## src/rtl/instr_seq_pkg.sv

```systemverilog
// Shared definitions for the instruction sequencer: default widths,
// instruction type codes, instruction field positions and FSM states.
package instr_seq_pkg;

    localparam int ADDR_SIZE    = 6;
    localparam int DATA_SIZE    = 32;
    localparam int ALUOP_SIZE   = 4;
    localparam int RETIRED_SIZE = 16;

    // Instruction type, taken from the top two instruction bits
    typedef enum logic [1:0] {
        ITYPE_NOP     = 2'b00,
        ITYPE_ALU     = 2'b01,
        ITYPE_LOADI   = 2'b10,
        ITYPE_ILLEGAL = 2'b11
    } itype_e;

    // Sequencer states
    typedef enum logic [1:0] {
        ST_IDLE = 2'd0,
        ST_READ = 2'd1,
        ST_EXEC = 2'd2,
        ST_WB   = 2'd3
    } state_e;

    // Instruction field bit positions
    localparam int TYPE_HI = 31;
    localparam int TYPE_LO = 30;
    localparam int OP_HI   = 29;
    localparam int OP_LO   = 26;
    localparam int RD_HI   = 25;
    localparam int RD_LO   = 20;
    localparam int RS1_HI  = 19;
    localparam int RS1_LO  = 14;
    localparam int RS2_HI  = 13;
    localparam int RS2_LO  = 8;
    localparam int IMM_HI  = 19;
    localparam int IMM_LO  = 0;
    localparam int PAD_HI  = 7;

endpackage

```

## src/rtl/instr_seq.sv

```systemverilog
// Instruction sequencer: accepts one instruction at a time and walks the
// register file / ALU subsystem through read, execute and write-back.
module instr_seq
    import instr_seq_pkg::*;
#(
    parameter int AddrSize  = ADDR_SIZE,
    parameter int DataSize  = DATA_SIZE,
    parameter int ALUopSize = ALUOP_SIZE
) (
    input  logic                 clk,
    input  logic                 rst,
    input  logic                 in_valid,
    output logic                 in_ready,
    input  logic [DataSize-1:0]  in_instr,
    output logic                 reg_enable,
    output logic                 reg_write,
    output logic [AddrSize-1:0]  src1_addr,
    output logic [AddrSize-1:0]  src2_addr,
    output logic [AddrSize-1:0]  write_addr,
    output logic                 write_sel,
    output logic [DataSize-1:0]  write_data,
    output logic                 alu_enable,
    output logic [ALUopSize-1:0] alu_op,
    input  logic                 alu_overflow,
    output logic                 ovf_sticky,
    output logic                 illegal,
    output logic                 done,
    output logic [15:0]          retired,
    input  logic                 clr_status
);

    state_e                r_state;
    state_e                w_state_next;
    logic                  w_in_ready;
    logic                  w_reg_enable;
    logic                  w_reg_write;
    logic                  w_alu_enable;
    logic                  w_accept;
    logic                  w_done_next;
    itype_e                w_type;
    logic [AddrSize-1:0]   w_rd;
    logic [AddrSize-1:0]   w_rs1;
    logic [AddrSize-1:0]   w_rs2;
    logic [ALUopSize-1:0]  w_op;
    logic [DataSize-1:0]   w_imm;
    logic                  w_unused;

    logic [AddrSize-1:0]     r_src1;
    logic [AddrSize-1:0]     r_src2;
    logic [AddrSize-1:0]     r_waddr;
    logic [ALUopSize-1:0]    r_op;
    logic [DataSize-1:0]     r_wdata;
    logic                    r_wsel;
    logic                    r_done;
    logic [RETIRED_SIZE-1:0] r_retired;
    logic                    r_ovf;
    logic                    r_illegal;

    // Inline decode of the incoming instruction word
    assign w_type   = itype_e'(in_instr[TYPE_HI:TYPE_LO]);
    assign w_op     = ALUopSize'(in_instr[OP_HI:OP_LO]);
    assign w_rd     = AddrSize'(in_instr[RD_HI:RD_LO]);
    assign w_rs1    = AddrSize'(in_instr[RS1_HI:RS1_LO]);
    assign w_rs2    = AddrSize'(in_instr[RS2_HI:RS2_LO]);
    assign w_imm    = DataSize'(in_instr[IMM_HI:IMM_LO]);
    assign w_unused = ^in_instr[PAD_HI:0];

    // in_valid is only looked at while idle; elsewhere it is ignored
    assign w_accept = in_valid && (r_state == ST_IDLE);

    // Completion: leaving write-back, or a NOP/illegal that retires on accept
    assign w_done_next = (r_state == ST_WB) ||
                         (w_accept && ((w_type == ITYPE_NOP) || (w_type == ITYPE_ILLEGAL)));

    // State register
    always_ff @(posedge clk) begin
        if (rst) begin
            r_state <= ST_IDLE;
        end else begin
            r_state <= w_state_next;
        end
    end

    // Next-state and per-state strobes
    always_comb begin
        w_state_next = r_state;
        w_in_ready   = 1'b0;
        w_reg_enable = 1'b0;
        w_reg_write  = 1'b0;
        w_alu_enable = 1'b0;
        case (r_state)
            ST_IDLE: begin
                w_in_ready = 1'b1;
                if (in_valid) begin
                    case (w_type)
                        ITYPE_ALU:   w_state_next = ST_READ;
                        ITYPE_LOADI: w_state_next = ST_WB;
                        default:     w_state_next = ST_IDLE;
                    endcase
                end
            end
            ST_READ: begin
                w_reg_enable = 1'b1;
                w_state_next = ST_EXEC;
            end
            ST_EXEC: begin
                w_alu_enable = 1'b1;
                w_state_next = ST_WB;
            end
            ST_WB: begin
                w_reg_enable = 1'b1;
                w_reg_write  = 1'b1;
                w_state_next = ST_IDLE;
            end
            default: w_state_next = ST_IDLE;
        endcase
    end

    // Latch instruction fields on accept; they hold until the next ALU/LOADI
    always_ff @(posedge clk) begin
        if (rst) begin
            r_src1  <= '0;
            r_src2  <= '0;
            r_waddr <= '0;
            r_op    <= '0;
            r_wdata <= '0;
            r_wsel  <= 1'b0;
        end else if (w_accept) begin
            if (w_type == ITYPE_ALU) begin
                r_src1  <= w_rs1;
                r_src2  <= w_rs2;
                r_waddr <= w_rd;
                r_op    <= w_op;
                r_wsel  <= 1'b1;
            end else if (w_type == ITYPE_LOADI) begin
                r_waddr <= w_rd;
                r_wdata <= w_imm;
                r_wsel  <= 1'b0;
            end
        end
    end

    // Completion pulse and retired counter (wraps naturally at 16 bits)
    always_ff @(posedge clk) begin
        if (rst) begin
            r_done    <= 1'b0;
            r_retired <= '0;
        end else begin
            r_done <= w_done_next;
            if (w_done_next) begin
                r_retired <= r_retired + 16'd1;
            end
        end
    end

    // Sticky status flags; a set event beats a same-cycle clear
    always_ff @(posedge clk) begin
        if (rst) begin
            r_ovf     <= 1'b0;
            r_illegal <= 1'b0;
        end else begin
            if ((r_state == ST_EXEC) && alu_overflow) begin
                r_ovf <= 1'b1;
            end else if (clr_status) begin
                r_ovf <= 1'b0;
            end
            if (w_accept && (w_type == ITYPE_ILLEGAL)) begin
                r_illegal <= 1'b1;
            end else if (clr_status) begin
                r_illegal <= 1'b0;
            end
        end
    end

    assign in_ready   = w_in_ready;
    assign reg_enable = w_reg_enable;
    assign reg_write  = w_reg_write;
    assign alu_enable = w_alu_enable;
    assign src1_addr  = r_src1;
    assign src2_addr  = r_src2;
    assign write_addr = r_waddr;
    assign alu_op     = r_op;
    assign write_data = r_wdata;
    assign write_sel  = r_wsel;
    assign done       = r_done;
    assign retired    = r_retired;
    assign ovf_sticky = r_ovf;
    assign illegal    = r_illegal;

endmodule

```

## config.mk

```make
export PLATFORM = sky130hd
export DESIGN_NAME = instr_seq
export DESIGN_NICKNAME = d
export VERILOG_FILES = /design/src/rtl/instr_seq_pkg.sv /design/src/rtl/instr_seq.sv
export SDC_FILE = /design/constraint.sdc
export NUM_CORES = 1
export LEC_CHECK = 0
export CORE_MARGIN = 4
export CORE_UTILIZATION = 30
export CTS_CLUSTER_DIAMETER = 150
export DETAILED_ROUTE_END_ITERATION = 6
export GPL_TIMING_DRIVEN = 0
export PLACE_DENSITY_LB_ADDON = 0.25
export SYNTH_ARGS = -nofsm -noshare
export SYNTH_HDL_FRONTEND = slang
export SYNTH_SLANG_ARGS = --single-unit
```

## constraint.sdc

```tcl
create_clock -name clk -period 2.2 [get_ports clk]
set_input_delay 0.33 -clock clk [delete_from_list [all_inputs] [get_ports clk]]
set_output_delay 0.33 -clock clk [all_outputs]
set_load 0.01 [all_outputs]
```

=== Yosys cells after proc, flatten, opt, wreduce, memory -nomap -nowiden ===
Index checks and enable logic that the tools add are counted.

* Muxes and demuxes: 14
* Reductions and logical operators: 15
* $add $sub $neg: 1
* Eq/ne operators: 7
* Bitwise operators: 1

{| class="wikitable"
|+ Operator list
! operator !! number
|-
| adder 16 x 1 -> 16 bit, second input constant || 1
|-
| two-way mux 6 bit || 2
|-
| two-way mux 1 bit || 9
|-
| equality test 2 bit, second input constant || 4
|-
| case mux 2 bit (4 select lines) || 1
|-
| nonzero test 2 bit || 3
|-
| equality test 2 x 1 -> 1 bit, second input constant || 2
|-
| logical AND 1 bit || 4
|-
| logical NOT 2 bit || 2
|-
| case mux 2 bit (2 select lines) || 1
|-
| AND reduction 2 bit || 2
|-
| AND reduction 3 bit || 1
|-
| logical OR 1 bit || 2
|-
| two-way mux 2 bit || 1
|-
| inequality test 2 bit, second input constant || 1
|-
| OR reduction 2 bit || 1
|-
| NOT 1 bit || 1
|}

* Bits in registers: 64
* Output and inout bits: 78
* Input bits: 37
* Word-level logic and storage cells: 49

=== Longest topological paths before layout ===
Gate-level depths: netlist of run 1.

* Word-level depth: 4
* Gate-level depth with buffers: 7

=== Worst setup path before layout of run 1 ===
No wires, ideal clock.

* Kind: reg2reg
* Start point: register r_state[0]
* End point: register r_retired[15], in the netlist retired[15]
* Setup time: 70 ps
* Slack: 331 ps
* Stages on the path, launching flop included: 7
* Data arrival time: 1,799 ps
* Path buffers: 0
* Period minus slack after synthesis: 1,869 ps
* Cells stage by stage: dfxtp_1 inv_1 ha_1 a31oi_2 or4_4 or3_1 a21oi_1

* Word-level cells in the longest chain between the ends: 4
* Elaborated cells between the ends (all ways): 5

{| class="wikitable"
|+ RTL lines
! what !! RTL line !! RTL
|-
| from (decl) || instr_seq.sv:32 || <nowiki>state_e r_state;</nowiki>
|-
| from (signal assigned) || instr_seq.sv:80 || <nowiki>r_state <= w_state_next;</nowiki>
|-
| logical NOT 2 bit || instr_seq.sv:69 || <nowiki>assign w_accept = in_valid && (r_state == ST_IDLE);</nowiki>
|-
| logical AND 1 bit || instr_seq.sv:69 ||
|-
| logical AND 1 bit || instr_seq.sv:73 || <nowiki>(w_accept && ((w_type == ITYPE_NOP) || (w_type == ITYPE_ILLEGAL)));</nowiki>
|-
| logical OR 1 bit * || instr_seq.sv:72 || <nowiki>assign w_done_next = (r_state == ST_WB) ||</nowiki>
|-
| to (signal assigned) || instr_seq.sv:151 || <nowiki>r_retired <= r_retired + 16'd1;</nowiki>
|-
| to (decl) || instr_seq.sv:55 || <nowiki>logic [RETIRED_SIZE-1:0] r_retired;</nowiki>
|}

Every way passes the cells marked *; elsewhere a longest branch is shown, timed or not.
A chain may end at the register's enable or synchronous reset.

=== Worst setup path in the final report of run 1 ===
* Start point: register r_state[1]
* End point: output reg_enable

* Word-level cells in the longest chain between the ends: 3
* Elaborated cells between the ends (all ways): 4

{| class="wikitable"
|+ RTL lines
! what !! RTL line !! RTL
|-
| equality test 2 bit / equality test 2 x 1 -> 1 bit (equally long branches) || instr_seq.sv:91 || <nowiki>case (r_state)</nowiki>
|-
| OR reduction 2 bit (no source line) * || -- ||
|-
| two-way mux 1 bit * || instr_seq.sv:91 ||
|-
| to (decl) || instr_seq.sv:15 || <nowiki>output logic reg_enable,</nowiki>
|}

Marks and branches as above.

==> results.py, run 1 <==
metrics = {
    "die": {
        "start_util": 0.3131,
        "ioPinCount": 115,
        "rows": 33,
        "core_area_um2": 8341,
        "dieArea_um2": 10260,
        "fp.dieH_um": 101.3,
        "fp.dieW_um": 101.3,
    },
    "timing": {
        "min_period_ps": 2123,
        "period_share": 0.9648,
        "finalHoldViolCount": 0,
        "tightest_slew_ps": 555.3,
        "drv_slew": 0,
        "setup_violations": 0,
        "clock_skew_ps": 6.386,
        "final.setup.tns_ps": 0,
        "max-slew-margin-rel": 0.6298,
        "fmax_ghz": 0.4711,
        "grt_setup_unrepaired": "false",
    },
    "synth": {
        "ys_ff_latch": 64,
        "yosys_warnings": 0,
        "synth_commonest_cells": "nand2_1, dfxtp_1, a21oi_1",
        "synth_edf_count": 0,
        "ys_types": 33,
        "syn_area_um2": 2611,
        "syn_avg_cell_area_um2": 8.423,
        "yosysTopAreaCell": "dfxtp_1",
        "synth_area_leaders": "dfxtp_1, nand2_1, a21oi_1",
        "yosysMostFrequentCell": "nand2_1",
        "synth_top_area_share": 0.4907,
        "syn_inst": 310,
        "ys.flop_type": "dfxtp_1",
        "ys_async_sr_fraction": 0,
        "ys_seq_area_frac": 0.4907,
    },
    "routing": {
        "wl_met1_mm": 3.202,
        "top_layer_used": "met4",
        "postRouteAntennaNets": 0,
        "via_count": 2424,
        "wirelength_mm": 6.988,
        "wl_per_cell_um": 12.92,
        "drtPass1Iterations": 4,
        "drt_iter0_drc": 83,
        "route.met2.wl_mm": 2.984,
        "drc_errors": 0,
        "vias_per_cell": 4.481,
        "wl_met3_um": 708,
    },
    "place": {
        "portBuffers": 100,
        "gp_congestion": 0.7156,
        "dp.cells": 526,
        "hpwl_mm": 5.046,
    },
    "clock_tree": {
        "cts_tree": "done",
        "clockRootBuffer": "clkbuf_8",
        "h-tree-depth": 3,
        "clock_sinks": 64,
        "clk_pin_slew_worst_paths_ps": 70,
        "clk_path_buf_depth": 2,
        "clk_latency_ps": 330,
        "cts_buffers": 9,
        "cts_setup_buffers": 0,
    },
    "layout": {
        "layout.cells.non_filler": 541,
        "fillers": 825,
        "final_core_util": 0.4793,
        "antenna_cells": 0,
        "drive_gt1_frac": 0.07339,
        "fin_nets": 478,
        "area_delta_synth_final_pct": 53.09,
    },
    "setup_path": {
        "timing.rr.start": "r_state[1]",
        "cp_max_fo": 4,
        "cp-end-kind": "output pin",
        "critPathBufInv": 2,
        "cp.required_ps": 1870,
        "ff2ff_path_depth": 6,
        "setup.worst_path.class": "flop to output pin",
        "slowest_delay_ps": 510,
        "start_kind": "flop",
        "regToRegEndpoint": "retired[13]",
        "crit_family": "buffers and inverters",
        "worstPathArrival_ps": 1790,
        "crit_chain": "inv_1, ha_1, or2_2, clkdlybuf4s50_1",
        "rrSetupSlack_ps": 170,
        "critPathSlowestCell": "clkdlybuf4s50_1",
    },
    "min_path": {
        "hold_depth": 3,
        "hold_path.class": "input port to flop",
        "worstHoldStart": "in_valid",
        "min_to": "illegal",
    },
    "global_route": {
        "grt_max_degree": 11,
        "antenna_found_initial": 0,
        "overflow": 0,
        "grt_usage": 0.1369,
        "grt_pass1_vias": 2220,
        "grt_pass1_wl_mm": 10.91,
    },
    "pwr": {
        "powerDensity_nw_per_um2": 697.8,
        "power.leakage_nw": 1.481,
        "peakVddDrop_v": 0.0003098,
    },
    "run_status": {
        "status": "finished clean",
    },
    "flow_run": {
        "maxCapViolCount": 0,
    },
}
-- metal layers --
layer / global-route usage / up-vias
li1: - / 1246
met4: 0.06033 / 0
met1: 0.1695 / 1077
met3: 0.06129 / 9
met2: 0.2052 / 92
met5: 0 / -
-- worst min-delay path, cell delays in order --
cell     delay (ps)
buf_4           150
a32oi_1         110
nor2_1           70
-- cell usage in the layout, fill, tap and decap left out, types with 2 or more instances in the layout --
| master | count |
|---|---|
| ha_1 | 8 |
| nor4_1 | 2 |
| mux2i_1 | 10 |
| nand2_1 | 78 |
| inv_1 | 5 |
| dfxtp_1 | 64 |
| xor2_1 | 2 |
| a21oi_1 | 42 |
| buf_4 | 13 |
| or3_1 | 6 |
| clkbuf_1 | 15 |
| o21ai_0 | 5 |
| clkdlybuf4s50_1 | 100 |
| xnor2_1 | 8 |
| nor3b_1 | 2 |
| clkbuf_8 | 13 |
| nand3_1 | 6 |
| nor4b_1 | 2 |
| nor2_1 | 24 |
| conb_1 | 12 |
| and3_1 | 2 |
-- flip-flops by register name (all words and copies together) (netlist names) --
signal	count
alu_op	4
done	1
illegal	1
ovf_sticky	1
r_state	2
retired	16
src1_addr	6
src2_addr	6
write_addr	6
write_data	20
write_sel	1
-- where the power goes --
part	internal [mW]	switching [mW]	leakage, nW
combinational	0.292	0.277	0.865
clock	0.524	0.434	0.0975
sequential	1.22	0.0408	0.518
-- repair_timing --
action,4_1_cts,5_1_grt
gates resized for setup,0,2
hold buffers,0,0
endpoints found under the setup margin,0,9
-- logic make-up (layout without fill, tap and decap cells) --
| logic type | Yosys count | in the layout | share of synthesized area |
|---|---|---|---|
| DFF | 64 | 64 | 0.4907 |
| buffers and inverters | 34 | 149 | 0.06756 |
| muxes | 10 | 10 | 0.03833 |
| adders and majority gates | 9 | 9 | 0.04312 |
| xor gates and xnor gates | 10 | 10 | 0.03354 |
| and+or+nand+nor | 131 | 131 | 0.2214 |
| other | 1 | 12 | 0.001436 |
| AOI/OAI and AO/OA | 51 | 51 | 0.1040 |
-- layout make-up --
cell class                 count  area (um2)  share of cell area
tap                          105       131.4             0.03286
clock inverter                 2       12.51            0.003130
timing repair buffer         100        1001              0.2504
clock buffer                  13       178.9             0.04476
buffer                        29       157.7             0.03944
inverter                       5       18.77            0.004695
sequential                    64        1281              0.3205
multi-input combinational    223        1216              0.3042
-- stage by stage --
stage	hold WS, ps	power, mW	area (um2)	worst slack, ps
floorplan	466.0	1.571	2653	331.0
CTS	336.8	2.821	3976	30.39
detailed placement	446.8	1.845	3785	-315.3
finish	363.0	2.790	3998	77.45
global route	404.2	2.952	3998	1.941
global placement	441.8	1.841	3785	-298.1
-- worst max-delay path by stage --
stage            startpoint          end  cells past startpoint
3_3_place_gp   in_instr[30]  retired[13]                      7
5_1_grt          r_state[1]   reg_enable                      4
3_5_place_dp   in_instr[30]  retired[13]                      7
2_1_floorplan    r_state[0]  retired[15]                      6
6_report         r_state[1]   reg_enable                      4
4_1_cts        in_instr[30]  retired[13]                      7
Power figures use the tool's default switching activity.
==> inputs of run 2 (changes only) <==
--- a/config.mk
+++ b/config.mk
@@ -11,6 +11,7 @@
 export DETAILED_ROUTE_END_ITERATION = 6
 export GPL_TIMING_DRIVEN = 0
 export PLACE_DENSITY_LB_ADDON = 0.25
+export RECOVER_POWER = 50
 export SYNTH_ARGS = -nofsm -noshare
 export SYNTH_HDL_FRONTEND = slang
 export SYNTH_SLANG_ARGS = --single-unit
==> run 2 against run 1 <==
Maximum frequency about the same. First-iteration DRC count decreased by 3.6%. Via count about the same. Wire length about the same. Final cell count unchanged. Register-to-register slack about the same. Clock power about the same. Sequential share of layout area unchanged.
==> results.py, run 2 (synthesis results as in run 1) <==
metrics = {
    "global_route": {
        "antenna_found_initial": 0,
        "grt_pass1_wl_mm": 10.91,
        "grt_pass1_vias": 2220,
        "grt_max_degree": 11,
        "grt_usage": 0.1369,
        "overflow": 0,
    },
    "setup_path": {
        "start_kind": "flop",
        "crit_family": "buffers and inverters",
        "crit_chain": "inv_1, ha_1, or2_2, clkdlybuf4s50_1",
        "slowest_delay_ps": 510,
        "cp_max_fo": 4,
        "setup.worst_path.class": "flop to output pin",
        "cp.required_ps": 1870,
        "cp-end-kind": "output pin",
        "worstPathArrival_ps": 1790,
        "critPathBufInv": 2,
        "critPathSlowestCell": "clkdlybuf4s50_1",
    },
    "clock_tree": {
        "cts_buffers": 9,
        "clk_latency_ps": 330,
        "clk_pin_slew_worst_paths_ps": 70,
        "cts_tree": "done",
        "clockRootBuffer": "clkbuf_8",
        "h-tree-depth": 3,
        "clk_path_buf_depth": 2,
        "clock_sinks": 64,
    },
    "place": {
        "dp.cells": 526,
        "gp_congestion": 0.7156,
        "placed_cell_area_um2": 3785,
        "hpwl_mm": 5.046,
        "portBuffers": 100,
    },
    "routing": {
        "vias_per_cell": 4.484,
        "via_count": 2426,
        "wl_met1_mm": 3.168,
        "wl_met3_um": 719,
        "drt_iter0_drc": 80,
        "wirelength_mm": 6.984,
        "postRouteAntennaNets": 0,
        "route.met2.wl_mm": 2.987,
        "wl_per_cell_um": 12.91,
        "top_layer_used": "met4",
        "drtPass1Iterations": 4,
        "drc_errors": 0,
    },
    "timing": {
        "drv_slew": 0,
        "grt_setup_unrepaired": "false",
        "finalHoldViolCount": 0,
        "min_period_ps": 2123,
        "max-slew-margin-rel": 0.6300,
        "clock_skew_ps": 6.393,
        "fmax_ghz": 0.4711,
        "period_share": 0.9649,
        "setup_violations": 0,
        "tightest_slew_ps": 555.1,
    },
    "min_path": {
        "hold_path.class": "input port to flop",
    },
    "layout": {
        "antenna_cells": 0,
        "final_cell_mix": "nand2_1, dfxtp_1, dlygate4sd3_1",
        "fin_nets": 478,
        "final_common_cell": "nand2_1",
        "layout.cells.non_filler": 541,
        "largest_reg_flops": 20,
        "area_delta_synth_final_pct": 53.09,
        "fin_area_um2": 3998,
        "drive_gt1_frac": 0.07339,
        "final_core_util": 0.4793,
    },
    "die": {
        "rows": 33,
        "core_area_um2": 8341,
        "ioPinCount": 115,
        "fp.dieH_um": 101.3,
        "fp.dieW_um": 101.3,
        "start_util": 0.3131,
        "dieArea_um2": 10260,
    },
    "flow_run": {
        "maxCapViolCount": 0,
    },
    "pwr": {
        "powerDensity_nw_per_um2": 693.5,
        "peakVddDrop_v": 0.0003057,
        "power.leakage_nw": 1.659,
    },
    "run_status": {
        "status": "finished clean",
    },
}
[run 2: cell types whose count changed in the layout (fill, tap and decap cells not counted)]
cell,before,now
clkdlybuf4s50_1,100,47
dlygate4sd3_1,0,53
[run 2: area by class of cell]
cell class | instances | area [um2]
repair buffers | 100 | 1001
clock buffers | 13 | 178.9
flip-flops and latches | 64 | 1281
fillers | 825 | 4343
well taps | 105 | 131.4
inverters | 5 | 18.77
clock inverters | 2 | 12.51
plain buffers | 29 | 157.7
multi-input cells | 223 | 1216
[run 2: metal layers]
layer / vias up / GRT usage
met1: 1077 / 0.1695
met3: 10 / 0.06129
met2: 92 / 0.2052
li1: 1247 / -
met4: 0 / 0.06033
met5: - / 0
[run 2: worst paths after layout]
| kind | slack [ps] | cells after the start | from | endpoint |
|---|---|---|---|---|
| worst max-delay path | 80 | 4 | r_state[1] | reg_enable |
| worst min-delay path | 360 | 3 | in_valid | illegal |
| worst max register to register | 170 | 6 | r_state[1] | retired[13] |
| worst min register to register | 450 | 2 | write_data[4] | write_data[4] |
[run 2: per-stage QoR]
stage	power [mW]	hold slack, ps	setup TNS, ps	worst slack [ps]
after floorplan	1.571	466.0	0	331.0
after detailed placement	1.845	446.8	-3363	-315.3
after CTS	2.821	336.8	0	30.39
after global routing	2.934	404.0	0	1.941
after global placement	1.841	441.8	-3044	-298.1
final	2.772	362.5	0	77.25
[run 2: report_power, final]
group / internal (mW) / switching (mW) / leakage [nW]
clock network: 0.524 / 0.435 / 0.0975
registers: 1.22 / 0.0389 / 0.518
logic: 0.276 / 0.277 / 1.04
[run 2: worst reg2reg max path, cell delays in order, from the launching register on]
cell and delay, ps:
dfxtp_1 340, inv_1 110, ha_1 310, a31oi_4 160
or4_4 590, or3_1 320, a21oi_1 140
[run 2: repair_timing]
action                     CTS  global route
setup buffers                0             0
hold buffers                 0             0
gates resized for setup      0             2
setup endpoints to repair    0             9
